$ cat src/rtl/router_pkg.sv
// Shared router definitions: flit field layout, flow-control bits, arbiter states.
package router_pkg;

  localparam int unsigned ROUTER_FLIT_W = 68;

  // Flit field bit positions
  localparam int unsigned FLIT_VALID       = 0;
  localparam int unsigned FLIT_HEAD        = 1;
  localparam int unsigned FLIT_TAIL        = 2;
  localparam int unsigned FLIT_PAYLOAD_LSB = 3;

  // Flow-control input bit carrying a returned credit
  localparam int unsigned FLOW_CTRL_CREDIT = 0;

  typedef enum logic {
    IDLE   = 1'b0,
    LOCKED = 1'b1
  } arb_state_t;

endpackage

$ cat src/rtl/router_output_arbiter_rr_arbiter.sv
// Combinational round-robin picker: first requester at or above rr_ptr, wrapping.
module rr_arbiter #(
  parameter int unsigned NUM_PORTS = 4
) (
  input  logic [NUM_PORTS-1:0]         req,
  input  logic [$clog2(NUM_PORTS)-1:0] rr_ptr,
  output logic [NUM_PORTS-1:0]         gnt,
  output logic [$clog2(NUM_PORTS)-1:0] gnt_idx
);

  localparam int unsigned IW = $clog2(NUM_PORTS);

  logic        w_found;
  int unsigned w_idx;

  // Scan ports starting at rr_ptr, first hit wins
  always_comb begin
    gnt     = '0;
    gnt_idx = '0;
    w_found = 1'b0;
    w_idx   = 0;
    for (int unsigned i = 0; i < NUM_PORTS; i++) begin
      w_idx = 32'(rr_ptr) + i;
      if (w_idx >= NUM_PORTS) begin
        w_idx = w_idx - NUM_PORTS;
      end
      if (!w_found && req[IW'(w_idx)]) begin
        w_found          = 1'b1;
        gnt[IW'(w_idx)]  = 1'b1;
        gnt_idx          = IW'(w_idx);
      end
    end
  end

endmodule

$ cat src/rtl/router_output_arbiter.sv
// Wormhole credit-based output arbiter: round-robin packet grant, lock to tail.
module router_output_arbiter
  import router_pkg::*;
#(
  parameter int unsigned NUM_PORTS = 4,
  parameter int unsigned FLIT_W    = ROUTER_FLIT_W,
  parameter int unsigned CREDITS   = 4
) (
  input  logic                           clk,
  input  logic                           reset,
  input  logic [NUM_PORTS*FLIT_W-1:0]    in_flit,
  input  logic [NUM_PORTS-1:0]           in_valid,
  output logic [NUM_PORTS-1:0]           in_pop,
  input  logic [0:1]                     FLOW_CTRL_IN_OP,
  output logic [0:FLIT_W-1]              CHANNEL_OUT_OP,
  output logic [$clog2(NUM_PORTS)-1:0]   grant_id,
  output logic [$clog2(CREDITS+1)-1:0]   credit_count,
  output logic                           ERROR
);

  localparam int unsigned GW = $clog2(NUM_PORTS);
  localparam int unsigned CW = $clog2(CREDITS+1);

  arb_state_t          r_state;
  logic [GW-1:0]       r_rr_ptr;
  logic [GW-1:0]       r_grant_id;
  logic [CW-1:0]       r_credit;
  logic [0:FLIT_W-1]   r_chan;
  logic                r_error;

  logic [FLIT_W-1:0]   w_flit [NUM_PORTS];
  logic [NUM_PORTS-1:0] w_req;
  logic [NUM_PORTS-1:0] w_nonhead;
  logic [NUM_PORTS-1:0] w_arb_gnt;
  logic [GW-1:0]       w_arb_idx;
  logic                w_sel;
  logic [GW-1:0]       w_sel_idx;
  logic                w_send;
  logic                w_proto_err;
  logic [FLIT_W-1:0]   w_out_flit;
  logic [0:FLIT_W-1]   w_out_chan;
  logic                w_tail;
  logic [GW-1:0]       w_next_ptr;
  logic                w_ret;
  logic                w_overflow;
  logic                w_unused_fc;

  // Slice per-port flits and classify head/non-head requests
  for (genvar g = 0; g < NUM_PORTS; g++) begin : g_port
    assign w_flit[g]    = in_flit[g*FLIT_W +: FLIT_W];
    assign w_req[g]     = in_valid[g] & w_flit[g][FLIT_HEAD];
    assign w_nonhead[g] = in_valid[g] & ~w_flit[g][FLIT_HEAD];
  end

  rr_arbiter #(
    .NUM_PORTS (NUM_PORTS)
  ) u_rr_arbiter (
    .req     (w_req),
    .rr_ptr  (r_rr_ptr),
    .gnt     (w_arb_gnt),
    .gnt_idx (w_arb_idx)
  );

  assign w_ret       = FLOW_CTRL_IN_OP[FLOW_CTRL_CREDIT];
  assign w_unused_fc = FLOW_CTRL_IN_OP[1] ^ (|w_arb_gnt);

  // Select source port, decide on a send, build the forwarded flit
  always_comb begin
    w_sel       = 1'b0;
    w_sel_idx   = r_grant_id;
    w_proto_err = 1'b0;
    if (r_state == IDLE) begin
      w_sel       = |w_req;
      w_sel_idx   = w_arb_idx;
      w_proto_err = |w_nonhead;
    end else begin
      w_sel       = in_valid[r_grant_id];
      w_proto_err = in_valid[r_grant_id] & w_flit[r_grant_id][FLIT_HEAD];
    end
    w_send = w_sel & (r_credit != '0);

    w_out_flit             = w_flit[w_sel_idx];
    w_out_flit[FLIT_VALID] = 1'b1;
    w_tail                 = w_out_flit[FLIT_TAIL];
    for (int unsigned i = 0; i < FLIT_W; i++) begin
      w_out_chan[i] = w_out_flit[i];
    end

    in_pop = '0;
    if (w_send) begin
      in_pop[w_sel_idx] = 1'b1;
    end

    w_next_ptr = (w_sel_idx == GW'(NUM_PORTS-1)) ? '0 : w_sel_idx + GW'(1);
    w_overflow = w_ret & ~w_send & (r_credit == CW'(CREDITS));
  end

  // FSM, credit counter, output channel and sticky error
  always_ff @(posedge clk) begin
    if (reset) begin
      r_state    <= IDLE;
      r_rr_ptr   <= '0;
      r_grant_id <= '0;
      r_credit   <= CW'(CREDITS);
      r_chan     <= '0;
      r_error    <= 1'b0;
    end else begin
      r_error <= r_error | w_proto_err | w_overflow;
      r_chan  <= w_send ? w_out_chan : '0;

      if (w_send && !w_ret) begin
        r_credit <= r_credit - CW'(1);
      end else if (!w_send && w_ret && !w_overflow) begin
        r_credit <= r_credit + CW'(1);
      end

      if (w_send) begin
        r_grant_id <= w_sel_idx;
        if (w_tail) begin
          r_state  <= IDLE;
          r_rr_ptr <= w_next_ptr;
        end else begin
          r_state  <= LOCKED;
        end
      end
    end
  end

  assign CHANNEL_OUT_OP = r_chan;
  assign grant_id       = r_grant_id;
  assign credit_count   = r_credit;
  assign ERROR          = r_error;

endmodule
$ cat config.mk
export PLATFORM = sky130hd
export DESIGN_NAME = router_output_arbiter
export DESIGN_NICKNAME = d
export VERILOG_FILES = /design/src/rtl/router_pkg.sv /design/src/rtl/router_output_arbiter_rr_arbiter.sv /design/src/rtl/router_output_arbiter.sv
export SDC_FILE = /design/constraint.sdc
export NUM_CORES = 1
export LEC_CHECK = 0
export CORE_AREA = 5 5 137 139
export DETAILED_ROUTE_END_ITERATION = 10
export DIE_AREA = 0 0 142 144
export PLACE_DENSITY = 0.63
export SYNTH_ARGS = -nofsm -noshare
export SYNTH_HDL_FRONTEND = slang
export SYNTH_SLANG_ARGS = --single-unit
$ cat constraint.sdc
create_clock -name clk -period 3.01 [get_ports clk]
set_input_delay 0.602 -clock clk [delete_from_list [all_inputs] [get_ports clk]]
set_output_delay 0.602 -clock clk [all_outputs]
set_load 0.005 [all_outputs]
After elaboration in Yosys (flattened, before gate mapping) --
Index checks and enable logic that the tools add are counted.
Storage, ports and cells: memory bits (read-only) 0, output and inout bits 78, memories 0, bits in latches 0, logic and storage cells 110, flip-flop bits (word level) 77, bits in writable memories 0
Cells by class: shift operators 0, mux-type cells 38, add/sub/neg operators 10, $lt $le $gt $ge 13, $mul 0, divide/modulo/power cells 0, reduce and logical (&&, ||, !) cells 19, equal/unequal tests 2, bitwise gates (word level) 21
Operator list (number):
- $bmux W68 S2 | 2
- $mux W68 | 3
- $mux W2 | 12
- $lt A2 B3 Y1 const B | 6
- $ge A3 B3 Y1 const B | 5
- $and A1 B1 Y1 | 12
- $mux W1 | 12
- $bmux W1 S2 | 5
- $reduce_or A4 Y1 | 2
- $sub A2 B1 Y2 const B | 4
- $logic_and A1 B1 Y1 | 7
- $add A2 B2 Y3 const B | 2
- $logic_not A1 Y1 | 6
- $mux W3 | 2
- $not A2 Y3 | 2
- $not A1 Y1 | 5
- $mux W4 | 1
- $add A2 B1 Y3 const B | 1
- $add A3 B1 Y3 const B | 1
- $eq A3 B3 Y1 const B | 1
- $ge A2 B3 Y1 const B | 1
- $reduce_bool A3 Y1 | 1
- $sub A3 B1 Y3 const B | 1
- $add A2 B1 Y2 const B | 1
- 7 further kinds | 8

Longest topological paths before layout --
depth in word-level cells 20, gate-level depth with buffers 11, depth with buffers taken out 9

Modules after synthesis --
Synthesis repeated with hierarchy kept, for this count alone.
Unflattened totals: cell total of the unflattened synthesis 359, area total of the unflattened synthesis 4609.4 sq um
Modules (own cells, without submodules):
- router_output_arbiter | instances 1, area an instance 4205.3 sq um, cells an instance 311
- rr_arbiter | instances 1, area an instance 404.1 sq um, cells an instance 48

Worst setup path after synthesis --
Ideal clock, no wire load.
kind input port to output port, start in in_flit[205], end out in_pop[3], slack 368 ps, arrival time 2040 ps, stages on the path 9, required time 2408 ps, path through and2_1 > buf_6 > o311ai_4 > o211ai_2 > nand2_2 > inv_2 > buf_2 > ha_1 > and2_1
Between the ends: cells in the longest elaborated chain, start to end 19, elaborated cells between the ends (all ways) 32
Ends and longest elaborated chain:
- start: declaration | line router_output_arbiter.sv:11 | input logic [NUM_PORTS*FLIT_W-1:0] in_flit,
- $and A1 B1 Y1 * | line router_output_arbiter.sv:51 | assign w_req[g] = in_valid[g] & w_flit[g][FLIT_HEAD];
- $bmux W1 S2 | line router_output_arbiter_rr_arbiter.sv:27 | if (!w_found && req[IW'(w_idx)]) begin
- $mux W1 (not written as such) | line router_output_arbiter_rr_arbiter.sv:27
- $mux W1 | line router_output_arbiter_rr_arbiter.sv:27
- $logic_not A1 Y1 | line router_output_arbiter_rr_arbiter.sv:27
- $logic_and A1 B1 Y1 | line router_output_arbiter_rr_arbiter.sv:27
- $mux W1 | line router_output_arbiter_rr_arbiter.sv:27
- $logic_not A1 Y1 | line router_output_arbiter_rr_arbiter.sv:27
- [... 3 more ...]
- $logic_and A1 B1 Y1 | line router_output_arbiter_rr_arbiter.sv:27
- $mux W2 | line router_output_arbiter_rr_arbiter.sv:27
- $mux W2 | line router_output_arbiter.sv:72 | if (r_state == IDLE) begin
- $lt A2 B3 Y1 (not written as such) / $ge A2 B1 Y1 (equally long branches) | line router_output_arbiter.sv:91 | in_pop[w_sel_idx] = 1'b1;
- $logic_and A1 B1 Y1 (not written as such) | line router_output_arbiter.sv:91
- $mux W1 (not written as such) | line router_output_arbiter.sv:91
- $demux W1 S2 | line router_output_arbiter.sv:91
- $mux W4 * | line router_output_arbiter.sv:90 | if (w_send) begin
- end: declaration | line router_output_arbiter.sv:13 | output logic [NUM_PORTS-1:0] in_pop,
Every way passes the cells marked *; elsewhere a longest branch is shown, timed or not. The select of a mux whose other input is x is not followed.

Worst setup path after layout --
start in in_valid[3], end out in_pop[3]
Between the ends: cells in the longest elaborated chain, start to end 19, elaborated cells between the ends (all ways) 34
Ends and longest elaborated chain:
- start: declaration | line router_output_arbiter.sv:12 | input logic [NUM_PORTS-1:0] in_valid,
- $and A1 B1 Y1 | line router_output_arbiter.sv:51
- $bmux W1 S2 | line router_output_arbiter_rr_arbiter.sv:27
- $mux W1 (not written as such) | line router_output_arbiter_rr_arbiter.sv:27
- $mux W1 | line router_output_arbiter_rr_arbiter.sv:27
- $logic_not A1 Y1 | line router_output_arbiter_rr_arbiter.sv:27
- $logic_and A1 B1 Y1 | line router_output_arbiter_rr_arbiter.sv:27
- $mux W1 | line router_output_arbiter_rr_arbiter.sv:27
- $logic_not A1 Y1 | line router_output_arbiter_rr_arbiter.sv:27
- [... 3 more ...]
- $logic_and A1 B1 Y1 | line router_output_arbiter_rr_arbiter.sv:27
- $mux W2 | line router_output_arbiter_rr_arbiter.sv:27
- $mux W2 | line router_output_arbiter.sv:72
- $lt A2 B3 Y1 (not written as such) / $ge A2 B1 Y1 (equally long branches) | line router_output_arbiter.sv:91
- $logic_and A1 B1 Y1 (not written as such) | line router_output_arbiter.sv:91
- $mux W1 (not written as such) | line router_output_arbiter.sv:91
- $demux W1 S2 | line router_output_arbiter.sv:91
- $mux W4 * | line router_output_arbiter.sv:90
Marked as above.

==> out/results.txt <==
Placement Cell Area -> 0.008487 mm^2
highest attainable clock frequency -> 338.7 MHz
share of cells above drive strength 1 -> 0.09375
register area share after synthesis -> 0.3353
io pins -> 358
critical-path cell with the highest stage delay -> sky130_fd_sc_hd__mux4_2
start point of the worst min-delay path -> ERROR$_SDFF_PP0_
crit-path max cell delay -> 0.48 ns
number of distinct library cell variants in the gate-level netlist after synthesis -> 53
power dissipated by switching net loads -> 2.953 mW
GRT Residual Overflow -> 0
GRT Util Overall -> 0.1991
number of antenna violations at the first check in global routing -> 0
final standard cell count with taps included and fillers excluded -> 1,157
gate count of the mapped netlist -> 578
DR vias -> 5,735
post-route worst setup slack -> 0.05774 ns
skew final -> 0.01212 ns
CP Launch Point -> in_valid[3]
wire length of the first global-routing pass -> 31.80 mm
Rows -> 49
Main synth FF type -> sky130_fd_sc_hd__dfxtp_1
growth of design area from synthesis to finish -> 93.55%
die height -> 144 um
pin slew with the least headroom to its limit -> 0.7508 ns
share of flip-flops with an asynchronous set or reset -> 0
drt first pass iters -> 4
final RePlAce weighted congestion -> 0.8569
switching part of the total power -> 0.4010
number of buffers inserted by port buffering -> 352
DRC violation total after the first TritonRoute iteration -> 352
worst vdd rail ir drop -> 0.6727 mV
number of sinks handled by clock tree synthesis -> 77
Mapped Area -> 0.004597 mm^2
HP Class -> register to register
number of vias per cell after detailed routing -> 4.957
Setup violations, final -> 0
sum of routed wire length over all layers -> 21.83 mm
net total in the final layout -> 1,206
diode count -> 0
reported leakage power -> 3.489 nW
CP most frequent cell -> sky130_fd_sc_hd__buf_6
WP data arrival -> 2.35 ns
DRC errors left -> 0
RSZ-0062 raised after global routing -> no
pre-CTS WS -> -0.4274 ns
shortest clock period the worst path allows after layout -> 2.952 ns
proportion of power drawn by the clock network -> 0.177
Setup TNS -> 0 ns
clock edge transition at the registers on the reported setup and hold paths -> 0.07 ns
run status -> finished clean
Filler Cell Count -> 1,711
clock tree from TritonCTS -> yes
Synthesized Nets -> 860
Final Hold Vio Count -> 0
dpl hpwl -> 15.94 mm
Max Root-Sink Buffers -> 2
TritonCTS Buffers -> 9
FF-to-FF Start -> r_rr_ptr[1]$_SDFFE_PP0P_
worst hold slack -> 0.5611 ns
list of cells traversed by the critical path -> dlygate4sd2_1 -> buf_6 -> mux4_2 -> and2_4 -> o21ba_4 -> buf_6 -> and2_1 -> clkdlybuf4s15_2
mean instance size in the synthesized netlist -> 7.953 um^2
Crit Path Max Fanout -> 5
placeable core region -> 0.01753 mm^2
startpoint kind of the worst setup timing path -> input pin
total die area -> 0.02045 mm^2
relative slew slack -> 0.4995
Initial Utilization -> 0.2622
endpoint required time on the critical path -> 2.41 ns
width of the die -> 142 um
Max Transition Viols Final -> 0
post-detailed-route wirelength per cell -> 18.87 um
maximum number of pins on one net before global-route repair -> 79
power per cell area -> 827.5 mW/mm^2
yosys synthesis warning count -> 0
relative contribution of combinational cells to total power -> 0.602
share of the core filled with cells in the final layout -> 0.5074
total instance count after detailed placement -> 1,139
clock network latency to the later pin of the worst-skew pair -> 0.34 ns
number of max-cap violations -> 0
Final Total Pwr -> 7.362 mW
vias in the first global route -> 5,651
fraction of the cycle the final worst path needs -> 0.9808
H-tree Lvls -> 3
count of flip-flops with a built-in enable after synthesis -> 0
type of the worst setup path -> input pin to primary output
Cell Int Power -> 4.410 mW
flip-flop and latch count after synthesis -> 77
Antenna Violating Nets Remaining -> 0
Flop pwr share -> 0.221
endpoint kind of the worst setup timing path -> primary output
cell at the root of the clock tree -> sky130_fd_sc_hd__clkbuf_16
hold buffer count at CTS -> 0
post-route cell area -> 0.008897 mm^2
## power groups by stage
stage / Sequential [mW] / Clock (mW) / Combinational [mW]
detailed placement: 1.65 / 0 / 4.41
CTS: 1.63 / 1.35 / 4.47
global route: 1.67 / 1.39 / 4.81
global placement: 1.63 / 0 / 4.40
finish: 1.63 / 1.31 / 4.43
floorplan: 1.68 / 0 / 2.27
## cells in the final DEF, fill, tap and decap left out, types with 3 or more instances in the layout
cell type	synthesis	layout
sky130_fd_sc_hd__clkdlybuf4s50_1	0	340
sky130_fd_sc_hd__nand2_1	145	143
sky130_fd_sc_hd__dfxtp_1	77	77
sky130_fd_sc_hd__a211oi_1	68	68
sky130_fd_sc_hd__a311oi_1	66	66
sky130_fd_sc_hd__and3_1	65	65
sky130_fd_sc_hd__buf_4	8	37
sky130_fd_sc_hd__nor2_1	17	17
sky130_fd_sc_hd__inv_1	9	9
sky130_fd_sc_hd__clkbuf_16	0	9
sky130_fd_sc_hd__a21oi_1	8	8
sky130_fd_sc_hd__dlygate4sd2_1	0	7
sky130_fd_sc_hd__nor3_1	5	5
sky130_fd_sc_hd__buf_12	0	4
sky130_fd_sc_hd__and2_1	4	3
sky130_fd_sc_hd__inv_2	3	3
sky130_fd_sc_hd__nor2b_1	3	3
sky130_fd_sc_hd__bufinv_16	0	3
sky130_fd_sc_hd__buf_6	3	3
## kinds of logic after synthesis
| group | after synthesis | share of synthesized area |
|---|---|---|
| and+or+nand+nor | 252 | 0.2542 |
| AOI/OAI and AO/OA | 168 | 0.3070 |
| DFF | 77 | 0.3353 |
| buffers and inverters | 73 | 0.07730 |
| muxes | 6 | 0.01905 |
| adders and majority gates | 2 | 0.007076 |
## synthesized netlist by cell type, types with 2 or more instances
master	n	area share
sky130_fd_sc_hd__nand2_1	145	0.12
sky130_fd_sc_hd__dfxtp_1	77	0.34
sky130_fd_sc_hd__a211oi_1	68	0.11
sky130_fd_sc_hd__a311oi_1	66	0.13
sky130_fd_sc_hd__and3_1	65	0.088
sky130_fd_sc_hd__clkbuf_1	27	0.022
sky130_fd_sc_hd__buf_2	23	0.025
sky130_fd_sc_hd__nor2_1	17	0.014
sky130_fd_sc_hd__inv_1	9	0.0073
sky130_fd_sc_hd__a21oi_1	8	0.0087
sky130_fd_sc_hd__buf_4	8	0.013
sky130_fd_sc_hd__nor3_1	5	0.0054
sky130_fd_sc_hd__and2_1	4	0.0054
sky130_fd_sc_hd__buf_6	3	0.0073
sky130_fd_sc_hd__inv_2	3	0.0024
sky130_fd_sc_hd__nand2b_1	3	0.0041
sky130_fd_sc_hd__nor2b_1	3	0.0041
sky130_fd_sc_hd__a31oi_1	2	0.0027
sky130_fd_sc_hd__mux2_1	2	0.0049
sky130_fd_sc_hd__mux2i_1	2	0.0044
sky130_fd_sc_hd__mux4_2	2	0.0098
sky130_fd_sc_hd__nand3_1	2	0.0022
sky130_fd_sc_hd__o2111ai_1	2	0.0038
sky130_fd_sc_hd__o211a_1	2	0.0044
sky130_fd_sc_hd__or3_1	2	0.0027
## per-layer routing
layer  wire, um  global-route usage  vias to the layer above
met5          0                   0                        -
met4        643             0.08131                        0
met3       1532             0.04332                       34
met2      10690              0.3414                      226
met1       8959              0.2427                     2611
li1           -                   -                     2864
## sequential cells by signal (all words and copies together) (netlist names)
signal and flops:
CHANNEL_OUT_OP 68, credit_count 3, grant_id 2, r_rr_ptr 2
ERROR 1, r_state 1
## worst max-delay path: cells and delay by family
family	cells	cell delay, ns
simple gates	2	0.34
compound gates	1	0.23
buf+inv	4	0.69
mux	1	0.48
## area by class of cell
| type | count | area [um^2] | share of cell area |
|---|---|---|---|
| multi-input cells | 428 | 2776 | 0.3121 |
| flip-flops and latches | 77 | 1541 | 0.1733 |
| inverters | 12 | 45.04 | 0.005063 |
| well taps | 229 | 286.5 | 0.03220 |
| repair buffers | 396 | 3900 | 0.4383 |
| clock inverters | 4 | 95.09 | 0.01069 |
| clock buffers | 11 | 252.7 | 0.02841 |
## final timing paths
path                                        end  slack (ns)  depth (start not counted)
setup / recovery                      in_pop[3]        0.06                          8
hold / removal                 ERROR$_SDFF_PP0_        0.56                          2
setup reg to reg  CHANNEL_OUT_OP[61]$_SDFF_PP0_        0.40                          9
hold reg to reg                ERROR$_SDFF_PP0_        0.56                          2
## what timing repair did
action | 4_1_cts | 5_1_grt
pin swaps | 7 | 2
resized for setup | 30 | 3
buffers inserted | 3 | 0
endpoints found under the setup margin | 4 | 4
No activity file was read; power rests on OpenSTA's default activity.
